`config.mk`:
```
export PLATFORM = sky130hd
export DESIGN_NAME = pipe_hazard_ctrl
export DESIGN_NICKNAME = d
export VERILOG_FILES = /design/src/rtl/pipe_hazard_ctrl.sv
export SDC_FILE = /design/constraint.sdc
export NUM_CORES = 1
export LEC_CHECK = 0
export ABC_AREA = 1
export CAP_MARGIN = 0
export CORE_AREA = 2 2 129 131
export CTS_CLUSTER_DIAMETER = 150
export DETAILED_ROUTE_END_ITERATION = 12
export DIE_AREA = 0 0 131 133
export PLACE_DENSITY_LB_ADDON = 0.05
export SYNTH_ARGS = -nofsm -noshare
export SYNTH_HDL_FRONTEND = slang
export SYNTH_SLANG_ARGS = --single-unit
```
`constraint.sdc`:
```
create_clock -name sysclk -period 3.15 [get_ports sysclk]
set_input_delay 0.63 -clock sysclk [delete_from_list [all_inputs] [get_ports sysclk]]
set_output_delay 0.63 -clock sysclk [all_outputs]
set_load 0.01 [all_outputs]
```
`src/rtl/pipe_hazard_ctrl.sv`:
```
// Hazard, forwarding and run-control unit for the F/D/E/W pipeline.
// Optional bubble/flush counter is built only when PIPE_PERF_CNT_EN is defined.
module pipe_hazard_ctrl #(
  parameter int             XLEN         = 32,
  parameter int             AW           = 5,
  parameter int             OPW          = 6,
  parameter int             FWD_DEPTH    = 1,
  parameter int             JUMP_BUBBLES = 1,
  parameter logic [OPW-1:0] HALT_OP      = 6'b111111
) (
  input  logic            sysclk,
  input  logic            cpu_resetn,
  input  logic            d_jump,
  input  logic [AW-1:0]   e_rs,
  input  logic [AW-1:0]   e_rt,
  input  logic [XLEN-1:0] e_os_raw,
  input  logic [XLEN-1:0] e_ot_raw,
  input  logic            w_valid,
  input  logic [OPW-1:0]  w_op,
  input  logic [AW-1:0]   w_wreg,
  input  logic [XLEN-1:0] w_result,
  input  logic            w_redirect,
  output logic [XLEN-1:0] e_os,
  output logic [XLEN-1:0] e_ot,
  output logic            stall_f,
  output logic            bubble_fd,
  output logic            flush_de,
  output logic            halted,
  output logic [31:0]     cycle_count,
  output logic [31:0]     retired_count,
  output logic [31:0]     bubble_count
);

  localparam logic [2:0] JB_LOAD = 3'(JUMP_BUBBLES);

  logic [FWD_DEPTH-1:0] hist_valid;
  logic [AW-1:0]        hist_reg  [FWD_DEPTH];
  logic [XLEN-1:0]      hist_data [FWD_DEPTH];
  logic [2:0]           jb;
  logic                 w_writes;

  assign w_writes = w_valid && (w_wreg != '0);

  // Oldest history entry is scanned first so newer matches overwrite it; W wins last.
  always_comb begin
    e_os = e_os_raw;
    e_ot = e_ot_raw;
    for (int i = FWD_DEPTH - 1; i >= 0; i--) begin
      if (hist_valid[i] && (e_rs != '0) && (hist_reg[i] == e_rs)) e_os = hist_data[i];
      if (hist_valid[i] && (e_rt != '0) && (hist_reg[i] == e_rt)) e_ot = hist_data[i];
    end
    if (w_writes && (w_wreg == e_rs)) e_os = w_result;
    if (w_writes && (w_wreg == e_rt)) e_ot = w_result;
  end

  always_ff @(posedge sysclk or negedge cpu_resetn) begin
    if (!cpu_resetn) begin
      hist_valid <= '0;
      for (int i = 0; i < FWD_DEPTH; i++) begin
        hist_reg[i]  <= '0;
        hist_data[i] <= '0;
      end
    end else if (!halted) begin
      for (int i = FWD_DEPTH - 1; i > 0; i--) begin
        hist_valid[i] <= hist_valid[i-1];
        hist_reg[i]   <= hist_reg[i-1];
        hist_data[i]  <= hist_data[i-1];
      end
      hist_valid[0] <= w_writes;
      hist_reg[0]   <= w_wreg;
      hist_data[0]  <= w_result;
    end
  end

  // A redirect cancels any pending jump shadow; a jump seen during a shadow is ignored.
  always_ff @(posedge sysclk or negedge cpu_resetn) begin
    if (!cpu_resetn) begin
      jb <= '0;
    end else if (w_redirect && !halted) begin
      jb <= '0;
    end else if (d_jump && (jb == '0) && !halted && (JB_LOAD != '0)) begin
      jb <= JB_LOAD;
    end else if (jb != '0) begin
      jb <= jb - 3'd1;
    end
  end

  always_ff @(posedge sysclk or negedge cpu_resetn) begin
    if (!cpu_resetn) begin
      halted        <= 1'b0;
      cycle_count   <= '0;
      retired_count <= '0;
    end else if (!halted) begin
      cycle_count <= cycle_count + 32'd1;
      if (w_valid) retired_count <= retired_count + 32'd1;
      if (w_valid && (w_op == HALT_OP)) halted <= 1'b1;
    end
  end

  assign stall_f   = halted;
  assign flush_de  = halted | w_redirect;
  assign bubble_fd = (jb != '0) | w_redirect | halted;

`ifdef PIPE_PERF_CNT_EN
  logic [31:0] bubble_q;

  always_ff @(posedge sysclk or negedge cpu_resetn) begin
    if (!cpu_resetn) begin
      bubble_q <= '0;
    end else if (!halted && (bubble_fd || flush_de)) begin
      bubble_q <= bubble_q + 32'd1;
    end
  end

  assign bubble_count = bubble_q;
`else
  assign bubble_count = '0;
`endif

endmodule
```
==> summary.txt, run 1 <==
Synthesis
  – Sequential area share after synthesis: 34.4%
  – Synth top area share: 34.4%
  – Synth area leaders: dfrtp_1, nand2_1, nand3_1, inv_1, nand4_1
  – Post-Syn Instances: 1155
  – Asr flop ratio synth: 100%
  – Number of flops mapped to enable cells by yosys: 0
  – Flops & latches, synth: 106
  – Yosys cell types: 37
  – Top-count cell post-synth: nand2_1
  – Syn_area_per_cell: 6.67 sq um
  – Ys flop type: dfrtp_1
  – Synthesis warning total: 0
  – Yosys top cell by area: dfrtp_1
  – Synth Cell Area: 7700 sq um
  – Most frequent cells after synthesis: nand2_1, nand3_1, inv_1

STA
  – Final setup violating endpoints: 0
  – Tightest Pin Transition: 794 ps
  – Max transition margin: 47.1%
  – Final hold vios: 0
  – Clk_skew: 10.3 ps
  – Period minus WS final: 3060 ps
  – Fin. max-slew vios: 0
  – Fmax: 327 MHz
  – WHS: 334 ps
  – Final critical-path share of the clock period: 97.1%

Outcome
  – Status: complete, no violations

Detailed routing
  – Initial DRC count: 636
  – Drt pass-1 iters: 5
  – Vias per cell: 5.13
  – DRT Wirelength: 24.9 mm
  – # DRC: 0
  – DR WL/cell: 15.2 um
  – Routed Antenna Nets: 0
  – Vias: 8409

CTS
  – CTS max path bufs: 2
  – H-tree depth: 3
  – Root buf cell: clkbuf_16
  – Num CTS Buffers: 9
  – Reg clk slew, reported paths: 90 ps
  – CTS tree: built
  – Skew-Pair Late Insertion Delay: 360 ps
  – Clk sinks: 106

Worst hold path
  – HP Class: in2async

Worst setup path
  – Setup crit start kind: primary input
  – CP max FO: 16
  – Critical path arrival: 2430 ps
  – Setup Crit Path Kind: in2out
  – Critical path capture point type: output pin
  – Critical path required time: 2520 ps

Flow run
  – # Max-Cap Violations: 0

Global routing
  – Vias in the first global route: 7765
  – Maximum number of pins on one net before global-route repair: 67
  – Grt ovf: 0
  – Global Route Usage Sum: 28.2%
  – Initial antenna violation count: 0
  – First-pass GRT wire length: 39.2 mm

Power
  – Power density cells: 297 nW/um^2
  – Worst VDD drop: 0.000336 V
  – Leakage: 5.57 nW

Die
  – Die ar.: 17400 sq um
  – Chip width: 131 um
  – Initial Utilization: 47.6%
  – # IOs: 286
  – Die Ht: 133 um
  – Rows: 47
  – Core area: 16200 sq um

Cells and area
  – Post-route cell area: 11000 sq um
  – Fillers: 1440
  – Area Growth Syn to Fin: 43.2%
  – Multi-input gate area: 4090 sq um
  – Biggest regs: cycle_count x32, hist_data x32, retired_count x32
  – Register area: 2650 sq um
  – NumNets Final: 1541
  – Share of layout cells above drive strength 1: 7.96%
  – Antenna cell count: 0

Placement
  – Placer Congestion: 0.887
  – Placement Cell Area: 10600 sq um
  – Hpwl dp: 17.8 mm
  – # port buffers: 253
==> logic make-up (layout without fill, tap and decap cells) <==
kind of cell             Yosys count  in the layout  synth area share [%]
XOR/XNOR                          50             50                  5.78
adder cells (fa/ha/maj)            4              4                 0.650
AO/OA/AOI/OAI                     58             58                  3.88
flip-flops                       106            106                  34.4
other                              1             32                0.0487
AND/OR/NAND/NOR                  675            675                  40.4
buffers and inverters            261            495                  14.8
==> worst paths after layout <==
check	startpoint	to	slack, ps	depth (start not counted)
min in group sysclk	retired_count[5]	retired_count[5]	500	1
worst max-delay path	w_wreg[3]	e_os[10]	90	10
worst min register to register	retired_count[5]	retired_count[5]	500	1
max in group asynchronous	cpu_resetn	cycle_count[24]	2080	2
worst min-delay path	cpu_resetn	retired_count[11]	330	1
worst max register to register	halted	retired_count[21]	1210	7
==> cell usage in the layout, fill, tap and decap left out, types with 2 or more instances in the layout <==
master,Yosys,final
nand4_1,81,81
clkinv_1,2,2
clkbuf_2,0,2
dlygate4sd2_1,0,67
clkbuf_16,0,9
clkdlybuf4s50_1,0,178
buf_4,33,34
nand2_1,321,319
inv_1,165,164
buf_12,0,11
nand2_4,4,4
buf_6,1,6
nand3_2,1,3
o21ai_1,3,4
nand3_1,172,169
xnor2_1,19,19
nand2_2,1,3
nor2_4,2,4
nor3_2,3,3
a21oi_1,4,3
nor2_1,64,62
nand3b_1,3,3
inv_8,0,3
nor2_2,8,8
inv_2,6,7
conb_1,1,32
nor3_1,9,9
dfrtp_1,106,106
nor2_8,2,2
ha_1,4,4
o21ai_0,48,46
clkdlybuf4s15_1,0,4
xor2_1,30,30
clkinv_8,0,2
==> area by class of cell <==
class | instances | share of cell area (%)
clock inverter | 7 | 0.749
multi-input combinational | 819 | 37.1
inverter | 173 | 5.89
timing repair buffer | 306 | 27.7
tap | 220 | 2.50
clock buffer | 9 | 2.04
sequential | 106 | 24.1
==> stage by stage <==
stage | worst slack, ps | setup TNS [ps] | instances | power, mW | utilization (%)
after floorplan | 956 | 0 | 1186 | 1.76 | -
after global placement | -293 | -12270 | 1613 | 2.14 | 65.4
after detailed placement | -269 | -11320 | 1613 | 2.15 | 65.4
after CTS | 44.2 | 0 | 1639 | 3.30 | 68.2
after global routing | -0.823 | -0.823 | 1640 | 3.43 | 68.2
final | 90.1 | 0 | 1640 | 3.28 | 68.2
==> worst max-delay path: stages <==
cell	delay [ps]
clkdlybuf4s50_1	440
buf_4	150
nand2_1	50
nand4_1	110
nor2_2	120
and2_4	210
bufbuf_16	300
nand3_1	70
nand2_1	80
dlygate4sd2_1	260
==> where the power goes <==
group | internal (mW) | leakage, nW | total, mW | switching (mW)
combinational | 0.343 | 4.17 | 0.714 | 0.371
clock | 0.569 | 0.147 | 1.17 | 0.599
sequential | 1.38 | 1.26 | 1.40 | 0.0135
==> routing by layer <==
layer	wire length [um]	part of all wire (%)	GRT usage, %
met1	11000	44	40.0
met2	11300	46	43.3
met3	1880	7.5	5.14
met4	675	2.7	9.87
met5	0	0	0
==> timing repair <==
action,in CTS,in global routing
gates resized for setup,104,10
pin swaps,2,2
gates cloned,4,0
hold buffers,0,0
setup buffers,7,1
endpoints found under the setup margin,64,27
No activity file was read; power rests on OpenSTA's default activity.
==> run 2: changes to the inputs <==
CTS_CLUSTER_SIZE = 28   (was not set)
PLACE_DENSITY = 0.84   (was not set)
PLACE_DENSITY_LB_ADDON = not set   (was 0.05)
==> run 2 against run 1 <==
  * Maximum frequency fell by 0.60%
  * Setup slack got worse by 18 ps
  * Combinational power barely moved
  * Count of clock-buffer cells in the layout rose by 2
  * Power fell by 0.76%
  * Wire length rose by 0.65%
  * Register-to-register slack improved by 140 ps
  * Core utilization fell by 0.41 points
  * Flip-flop and latch count did not move
  * Critical path type unchanged
  * Largest cell class unchanged
  * Largest power group unchanged
  * Highest routed layer unchanged
==> summary.txt, run 2 (same netlist as run 1, synthesis figures left out) <==
Outcome
  – Status: complete, no violations (unchanged)

Placement
  – Hpwl dp: 17.9 mm (was 17.8 mm)
  – Placer Congestion: 0.920 (was 0.887)
  – Placed cells: 1604 (was 1613)
  – # port buffers: 253 (unchanged)

Die
  – Chip width: 131 um (unchanged)
  – Die Ht: 133 um (unchanged)
  – Core area: 16200 sq um (unchanged)
  – Rows: 47 (unchanged)
  – Die ar.: 17400 sq um (unchanged)
  – Initial Utilization: 47.6% (unchanged)
  – # IOs: 286 (unchanged)

Cells and area
  – Biggest regs: cycle_count x32, hist_data x32, retired_count x32 (unchanged)
  – NumNets Final: 1529 (was 1541)
  – Antenna cell count: 0 (unchanged)
  – Area Growth Syn to Fin: 42.3% (was 43.2%)
  – Multi-input gate area: 4060 sq um (was 4090 sq um)
  – Non-filler cells, final: 1628 (was 1640)
  – Share of layout cells above drive strength 1: 6.82% (was 7.96%)
  – Commonest non-fill, non-tap cell in the layout: nand2_1 (unchanged)
  – Register area: 2650 sq um (unchanged)
  – Fillers: 1362 (was 1440)
  – Commonest cells after routing, fill and taps aside: nand2_1, clkdlybuf4s50_1, nand3_1, inv_1, dfrtp_1 (unchanged)

Detailed routing
  – DR WL/cell: 15.4 um (was 15.2 um)
  – Initial DRC count: 862 (was 636)
  – Drt pass-1 iters: 5 (unchanged)
  – DRT Wirelength: 25.1 mm (was 24.9 mm)
  – Routed Antenna Nets: 0 (unchanged)
  – Vias per cell: 5.31 (was 5.13)
  – Vias: 8650 (was 8409)
  – # DRC: 0 (unchanged)

STA
  – Tightest Pin Transition: 542 ps (was 794 ps)
  – Clk_skew: 5.32 ps (was 10.3 ps)
  – Final hold vios: 0 (unchanged)
  – Final setup violating endpoints: 0 (unchanged)
  – Max transition margin: 63.9% (was 47.1%)
  – Fin. max-slew vios: 0 (unchanged)
  – Setup tns final: 0 ps (unchanged)
  – RSZ-0062 raised after global routing: false
  – Final critical-path share of the clock period: 97.7% (was 97.1%)
  – Fmax: 325 MHz (was 327 MHz)
  – Period minus WS final: 3080 ps (was 3060 ps)

CTS
  – Hold_buf cts: 0 (unchanged)
  – Clk sinks: 106 (unchanged)
  – Reg clk slew, reported paths: 70 ps (was 90 ps)
  – Root buf cell: clkbuf_16 (unchanged)
  – H-tree depth: 3 (unchanged)
  – Num CTS Buffers: 9 (unchanged)
  – CTS tree: built (unchanged)
  – CTS max path bufs: 2 (unchanged)
  – Skew-Pair Late Insertion Delay: 350 ps (was 360 ps)

Worst setup path
  – Critical path arrival: 2450 ps (was 2430 ps)
  – Critical path required time: 2520 ps (about the same)
  – Critical path capture point type: output pin (unchanged)
  – Setup crit start kind: primary input (unchanged)
  – Setup Crit Path Kind: in2out (unchanged)
  – CP max FO: 16 (unchanged)

Global routing
  – Maximum number of pins on one net before global-route repair: 68 (was 67)
  – Initial antenna violation count: 0 (unchanged)
  – Vias in the first global route: 7907 (was 7765)
  – First-pass GRT wire length: 38.9 mm (was 39.2 mm)
  – Global Route Usage Sum: 27.7% (was 28.2%)
  – Grt ovf: 0 (unchanged)

Flow run
  – # Max-Cap Violations: 0 (unchanged)

Power
  – Power density cells: 297 nW/um^2 (about the same)
  – Total power: 3.25 mW (was 3.28 mW)
  – Worst VDD drop: 0.000282 V (was 0.000336 V)
  – Leakage: 5.58 nW (was 5.57 nW)

Worst hold path
  – HP Class: in2async (unchanged)
==> run 2: cell types whose count changed in the layout (fill, tap and decap cells not counted), sizes merged, moves of 2 or more <==
cell,delta
buf,-13
clkbuf,+3
clkdlybuf4s15,+4
clkdlybuf4s50,-3
clkinv,-2
dlygate4sd2,-9
dlymetal6s2s,+9
==> run 2: stage by stage <==
| step | util, % | instance area (sq um) | hold slack (ps) | setup WS [ps] |
|---|---|---|---|---|
| finish | 67.8 | 11000 | 247 | 71.7 |
| global route | 67.8 | 11000 | 269 | 13.2 |
| CTS | 67.1 | 10800 | 257 | -147 |
| detailed placement | 65.3 | 10600 | 495 | -252 |
| global placement | 65.3 | 10600 | 482 | -223 |
| floorplan | - | 7820 | 334 | 956 |
==> run 2: worst paths after layout <==
check,cells after the start,to,start,slack (ps)
max in group asynchronous,2,hist_data[15],cpu_resetn,2160
min reg2reg,1,retired_count[5],retired_count[5],510
min,1,cycle_count[16],cpu_resetn,250
max,11,e_os[0],w_wreg[4],70
max reg2reg,7,cycle_count[10],halted,1350
min in group sysclk,1,retired_count[5],retired_count[5],510
==> run 2: repair_timing <==
action | CTS | global route
cloned | 1 | 2
pin swaps | 2 | 2
setup buffers | 3 | 2
resized for setup | 74 | 24
endpoints found under the setup margin | 64 | 14
==> run 2: worst max-delay path: stages <==
cell,delay (ps)
clkdlybuf4s50_1,520
inv_1,100
nand4_1,90
nand2_1,80
inv_2,100
nand3_2,120
buf_4,190
clkbuf_16,180
nand3_1,90
nand2_1,50
dlygate4sd2_1,290
==> run 2: cell type report <==
type | instances | area share [%]
Clock inverter | 5 | 0.422
Clock buffer | 11 | 2.31
Tap cell | 220 | 2.51
Inverter | 173 | 5.93
Timing Repair Buffer | 294 | 27.6
Multi-Input combinational cell | 819 | 37.0
Sequential cell | 106 | 24.2
==> run 2: metal layers <==
| layer | vias up | routed length, um | track usage [%] |
|---|---|---|---|
| met2 | 475 | 12000 | 44.1 |
| met4 | 0 | 704 | 10.2 |
| met5 | - | 0 | 0 |
| met1 | 3986 | 10100 | 36.8 |
| li1 | 4121 | - | - |
| met3 | 68 | 2280 | 6.27 |
==> run 2: power breakdown <==
group,internal (mW),switching (mW)
clock,0.593,0.552
combinational,0.339,0.373
sequential,1.38,0.0134
==> run 3: changes to the inputs <==
SLEW_MARGIN = 20   (was not set)
==> results of run 3 <==
The final DEF is identical to that of run 2; final timing and power are the same.
